$ cat config.mk
export PLATFORM = sky130hd
export DESIGN_NAME = fetch_unit
export DESIGN_NICKNAME = d
export VERILOG_FILES = /design/src/rtl/fetch_unit.sv
export SDC_FILE = /design/constraint.sdc
export NUM_CORES = 1
export LEC_CHECK = 0
export CELL_PAD_IN_SITES_DETAIL_PLACEMENT = 0
export CELL_PAD_IN_SITES_GLOBAL_PLACEMENT = 1
export CORE_AREA = 2 2 106 108
export CTS_CLUSTER_SIZE = 14
export DETAILED_ROUTE_END_ITERATION = 8
export DIE_AREA = 0 0 108 110
export GPL_TIMING_DRIVEN = 0
export PLACE_DENSITY = 0.71
export SKIP_LAST_GASP = 1
export SYNTH_ARGS = -nofsm -noshare
export SYNTH_HDL_FRONTEND = slang
export SYNTH_SLANG_ARGS = --single-unit
$ cat constraint.sdc
create_clock -name clk -period 1.9 [get_ports clk]
set_input_delay 0.38 -clock clk [delete_from_list [all_inputs] [get_ports clk]]
set_output_delay 0.38 -clock clk [all_outputs]
set_load 0.01 [all_outputs]
$ cat src/rtl/fetch_unit.sv
// Front-end fetch stage: sequential word-address generator for a 1-cycle-latency
// instruction BRAM, feeding {pc, instr} to the decode skid buffer via valid/ready.
module fetch_unit #(
    parameter int PC_W    = 9,
    parameter int INSTR_W = 32,
    parameter int CNT_W   = 32
) (
    input  logic               clk,
    input  logic               rst,
    input  logic               redirect_valid,
    input  logic [PC_W-1:0]    redirect_pc,
    output logic               cache_en,
    output logic [PC_W-1:0]    cache_pc,
    input  logic [INSTR_W-1:0] cache_instr,
    input  logic               skid_ready,
    output logic               fetch_valid,
    output logic [PC_W-1:0]    fetch_pc,
    output logic [INSTR_W-1:0] fetch_instr,
    output logic               pc_wrap,
    output logic [CNT_W-1:0]   fetch_count
);

    typedef enum logic [1:0] {
        S_IDLE  = 2'd0,
        S_RUN   = 2'd1,
        S_STALL = 2'd2
    } state_t;

    localparam logic [PC_W-1:0] PC_MAX = {PC_W{1'b1}};

    logic [PC_W-1:0]  next_pc_q, next_pc_d;
    logic [PC_W-1:0]  req_pc_q, req_pc_d;
    logic             resp_valid_q, resp_valid_d;
    logic [CNT_W-1:0] fetch_count_q, fetch_count_d;
    state_t           state_q, state_d;
    logic             stall_s;

    // Output decode and next-state computation; reset forces the BRAM idle.
    always_comb begin
        stall_s       = resp_valid_q & ~skid_ready;
        cache_en      = 1'b0;
        cache_pc      = {PC_W{1'b0}};
        fetch_valid   = 1'b0;
        pc_wrap       = 1'b0;
        next_pc_d     = next_pc_q;
        req_pc_d      = req_pc_q;
        resp_valid_d  = resp_valid_q;
        fetch_count_d = fetch_count_q;
        state_d       = state_q;

        if (!rst) begin
            cache_en    = redirect_valid | ~stall_s;
            fetch_valid = resp_valid_q & ~redirect_valid;
            if (redirect_valid) begin
                cache_pc = redirect_pc;
            end else if (stall_s) begin
                cache_pc = req_pc_q;
            end else begin
                cache_pc = next_pc_q;
            end
            // A redirect target of PC_MAX is not a sequential wrap.
            pc_wrap = cache_en & ~redirect_valid & (next_pc_q == PC_MAX);
        end else begin
            cache_en = 1'b0;
        end

        if (cache_en) begin
            req_pc_d     = cache_pc;
            next_pc_d    = cache_pc + PC_W'(1);
            resp_valid_d = 1'b1;
        end else begin
            req_pc_d = req_pc_q;
        end

        if (fetch_valid && skid_ready) begin
            fetch_count_d = fetch_count_q + CNT_W'(1);
        end else begin
            fetch_count_d = fetch_count_q;
        end

        case (state_q)
            S_IDLE:  state_d = S_RUN;
            S_RUN:   state_d = (stall_s && !redirect_valid) ? S_STALL : S_RUN;
            S_STALL: state_d = (skid_ready || redirect_valid) ? S_RUN : S_STALL;
            default: state_d = S_IDLE;
        endcase
    end

    // State registers with synchronous reset taking priority over all inputs.
    always_ff @(posedge clk) begin
        if (rst) begin
            next_pc_q     <= {PC_W{1'b0}};
            req_pc_q      <= {PC_W{1'b0}};
            resp_valid_q  <= 1'b0;
            fetch_count_q <= {CNT_W{1'b0}};
            state_q       <= S_IDLE;
        end else begin
            next_pc_q     <= next_pc_d;
            req_pc_q      <= req_pc_d;
            resp_valid_q  <= resp_valid_d;
            fetch_count_q <= fetch_count_d;
            state_q       <= state_d;
        end
    end

    assign fetch_pc    = req_pc_q;
    assign fetch_instr = cache_instr;
    assign fetch_count = fetch_count_q;

endmodule

==> flow_summary.yaml <==
cts:
  cts_tree: "done"
  insertion_delay_ns: 0.31
  max-clock-path-buffers: 2
  cts.sinks: 51
  cts.reportedPaths.clkPinSlew_ns: 0.09
  cts-root-buf: "clkbuf_8"
  h-tree-depth: 2
  postCtsHoldBufs: 0
  cts_buffers: 5
global_routing:
  grt_max_degree: 18
  overflow: 0
  grt_pass1_wl_um: 12560
  grt_pass1_vias: 2565
  gr-usage-all-layers: 0.1331
  antenna_found_initial: 0
sta:
  fin_skew_ns: 0.008035
  min_period_ns: 2.013
  tightest_slew_ns: 0.6173
  rsz0062_at_grt: "true"
  slew_headroom: 0.5885
  finalSetupViolCount: 14
  fin_crit_sh: 1.060
  drv_slew: 0
  setup_tns_ns: -1.071
  max_freq_mhz: 496.8
  worst_slack_ns: -0.1131
  final-hold-violation-count: 0
layout:
  area_delta_synth_final_pct: 62.13
  stdcell_area_um2: 4558
  final_core_util: 0.4261
  n_antenna_cell: 0
  finalNetCount: 507
  drive_gt1_frac: 0.3145
power:
  seqPwrFrac: 0.455
  internal-power_mw: 1.811
  p_sw_frac: 0.2691
  power_density_nw_per_um2: 543.7
  power_mw: 2.478
  p_comb_frac: 0.224
  power_leakage_nw: 1.836
  ir_worst_vdd_v: 0.0003108
  pwr-share-clk: 0.321
  p_sw_uw: 667.0
setup_path:
  crit_arrival_ns: 1.63
  crit_type: "reg -> out"
  rr_worst_depth: 11
  end_kind: "output pin"
  crit_required_ns: 1.52
  timing.rr.start: "resp_valid_q"
  reg2reg_setup_slack_ns: -0.08
  r2r-end: "next_pc_q[4]"
  critPathMaxFanout: 6
  start_kind: "flip-flop"
synthesis:
  synth_edf_count: 0
  ys_ff_latch: 51
  synth_top_cell_area_share: 0.3632
  syn_area_um2: 2811
  synth_area_leaders: "dfxtp_1 (36%), buf_4 (9.1%), xor2_1 (6.5%)"
  ys_warn_count: 0
  syn_nets: 367
  synthTopCellsByCount: "dfxtp_1 (51), nor2_1 (43), buf_4 (34)"
  yosysTopAreaCell: "dfxtp_1"
  avgSynthCellArea_um2: 8.786
  synth-async-reset-ratio: 0
  synth_top_flop_cell: "dfxtp_1"
  synth.most_common_cell: "dfxtp_1"
  synth_cells: 320
  ys_types: 52
  synth_seq_area_share: 0.3632
detailed_routing:
  antenna_left: 0
  dr.pass1.iters: 4
  vias_per_cell: 4.561
  remaining_drc_errors: 0
  vias: 2741
  routed_wirelength_um: 8436
  dr.first_iter.drc_count: 94
  wl_per_cell_um: 14.04
floorplan:
  num_rows: 38
  die_h_um: 110
  io_pins: 130
  die_width_um: 108
  dieArea_um2: 11880
  fp.coreArea_um2: 10700
  start_util: 0.2628
worst_hold_path:
  hold_path_depth: 2
  hold_end: "next_pc_q[1]"
  min_path_type: "reg -> reg"
  hp-start: "next_pc_q[1]"
placement:
  place.gp.congestion: 0.8092
  portBuffers: 96
  hpwlAfterDp_um: 5913
  postPlaceCellArea_um2: 3999
outcome:
  status: "complete, but fails checks"
  violations: "negative setup slack"
job:
  drv_cap: 0
power groups by stage:
stage / Sequential, mW / Combinational, mW / Clock (mW)
final: 1.13 / 0.554 / 0.795
after global routing: 1.13 / 0.591 / 0.860
after CTS: 1.13 / 0.517 / 0.816
after detailed placement: 1.16 / 0.465 / 0
after global placement: 1.16 / 0.462 / 0
after floorplan: 1.16 / 0.258 / 0
registers in the layout (all words and copies together) (netlist names):
name	count
fetch_count	32
fetch_pc	9
next_pc_q	9
resp_valid_q	1
per-layer routing:
metal / track usage / vias to the layer above / wire length [µm]
met4: 0.04304 / 0 / 139
met1: 0.1645 / 1301 / 3554
met2: 0.2354 / 83 / 4353
met3: 0.02293 / 12 / 388
met5: 0 / - / 0
li1: - / 1345 / -
logic make-up (layout without fill, tap and decap cells):
family / count (synthesis) / count (layout) / share of synthesized area
DFF: 51 / 51 / 0.3632
buffers and inverters: 54 / 195 / 0.1228
AOI/OAI and AO/OA: 34 / 34 / 0.1006
adders and majority gates: 2 / 2 / 0.008899
xor gates and xnor gates: 33 / 33 / 0.1028
and+or+nand+nor: 141 / 141 / 0.2835
muxes: 5 / 5 / 0.01825
worst max-delay path by stage:
stage	start	to	slack (ns)	depth (start not counted)
2_1_floorplan	rst	next_pc_q[8]	0.02	9
3_3_place_gp	skid_ready	cache_pc[8]	-1.20	7
3_5_place_dp	skid_ready	cache_pc[8]	-1.22	7
4_1_cts	resp_valid_q	cache_pc[3]	-0.19	5
5_1_grt	resp_valid_q	cache_pc[8]	-0.18	6
6_report	resp_valid_q	cache_pc[3]	-0.11	5
per-stage QoR:
step / cells / setup WS (ns) / hold slack [ns]
3_3_place_gp: 556 / -1.201 / 0.4660
3_5_place_dp: 556 / -1.221 / 0.4703
5_1_grt: 601 / -0.1822 / 0.5131
6_report: 601 / -0.1131 / 0.4959
4_1_cts: 582 / -0.1884 / 0.4862
2_1_floorplan: 320 / 0.02131 / 0.4459
layout by cell type (no fill, tap or decap), types with 3 or more instances in the layout:
| master | instances |
|---|---|
| clkbuf_8 | 5 |
| dfxtp_4 | 3 |
| o21ai_0 | 5 |
| and3_1 | 3 |
| nand4_1 | 7 |
| nand2_1 | 17 |
| xor2_1 | 21 |
| nor3_1 | 4 |
| mux2i_1 | 3 |
| a21oi_1 | 8 |
| nor2_1 | 41 |
| buf_4 | 65 |
| xnor2_1 | 12 |
| and3b_1 | 3 |
| inv_1 | 7 |
| buf_2 | 10 |
| and4_1 | 4 |
| dfxtp_1 | 43 |
| and2_1 | 10 |
| nand3_1 | 14 |
| buf_6 | 7 |
| clkdlybuf4s50_1 | 81 |
| dlygate4sd2_1 | 4 |
| nor3_4 | 5 |
| or3_1 | 5 |
| dfxtp_2 | 5 |
| a211oi_1 | 7 |
worst max-delay path: stages, from the launching register on:
cell	delay, ns
dfxtp_4	0.40
nand2b_4	0.10
buf_6	0.13
or3_4	0.40
and2_4	0.16
buf_2	0.13
what timing repair did:
item | 4_1_cts | 5_1_grt
endpoints found under the setup margin | 43 | 36
resized for setup | 70 | 27
setup buffers | 18 | 19
pin swaps | 12 | 21
final cells by class:
cell class / count / area [µm²]
flip-flops and latches: 51 / 1039
well taps: 140 / 175.2
repair buffers: 133 / 1219
inverters: 10 / 40.04
plain buffers: 44 / 327.8
fillers: 1051 / 6140
multi-input cells: 215 / 1642
clock buffers: 5 / 68.82
clock inverters: 3 / 47.55
Power figures use the tool's default switching activity.
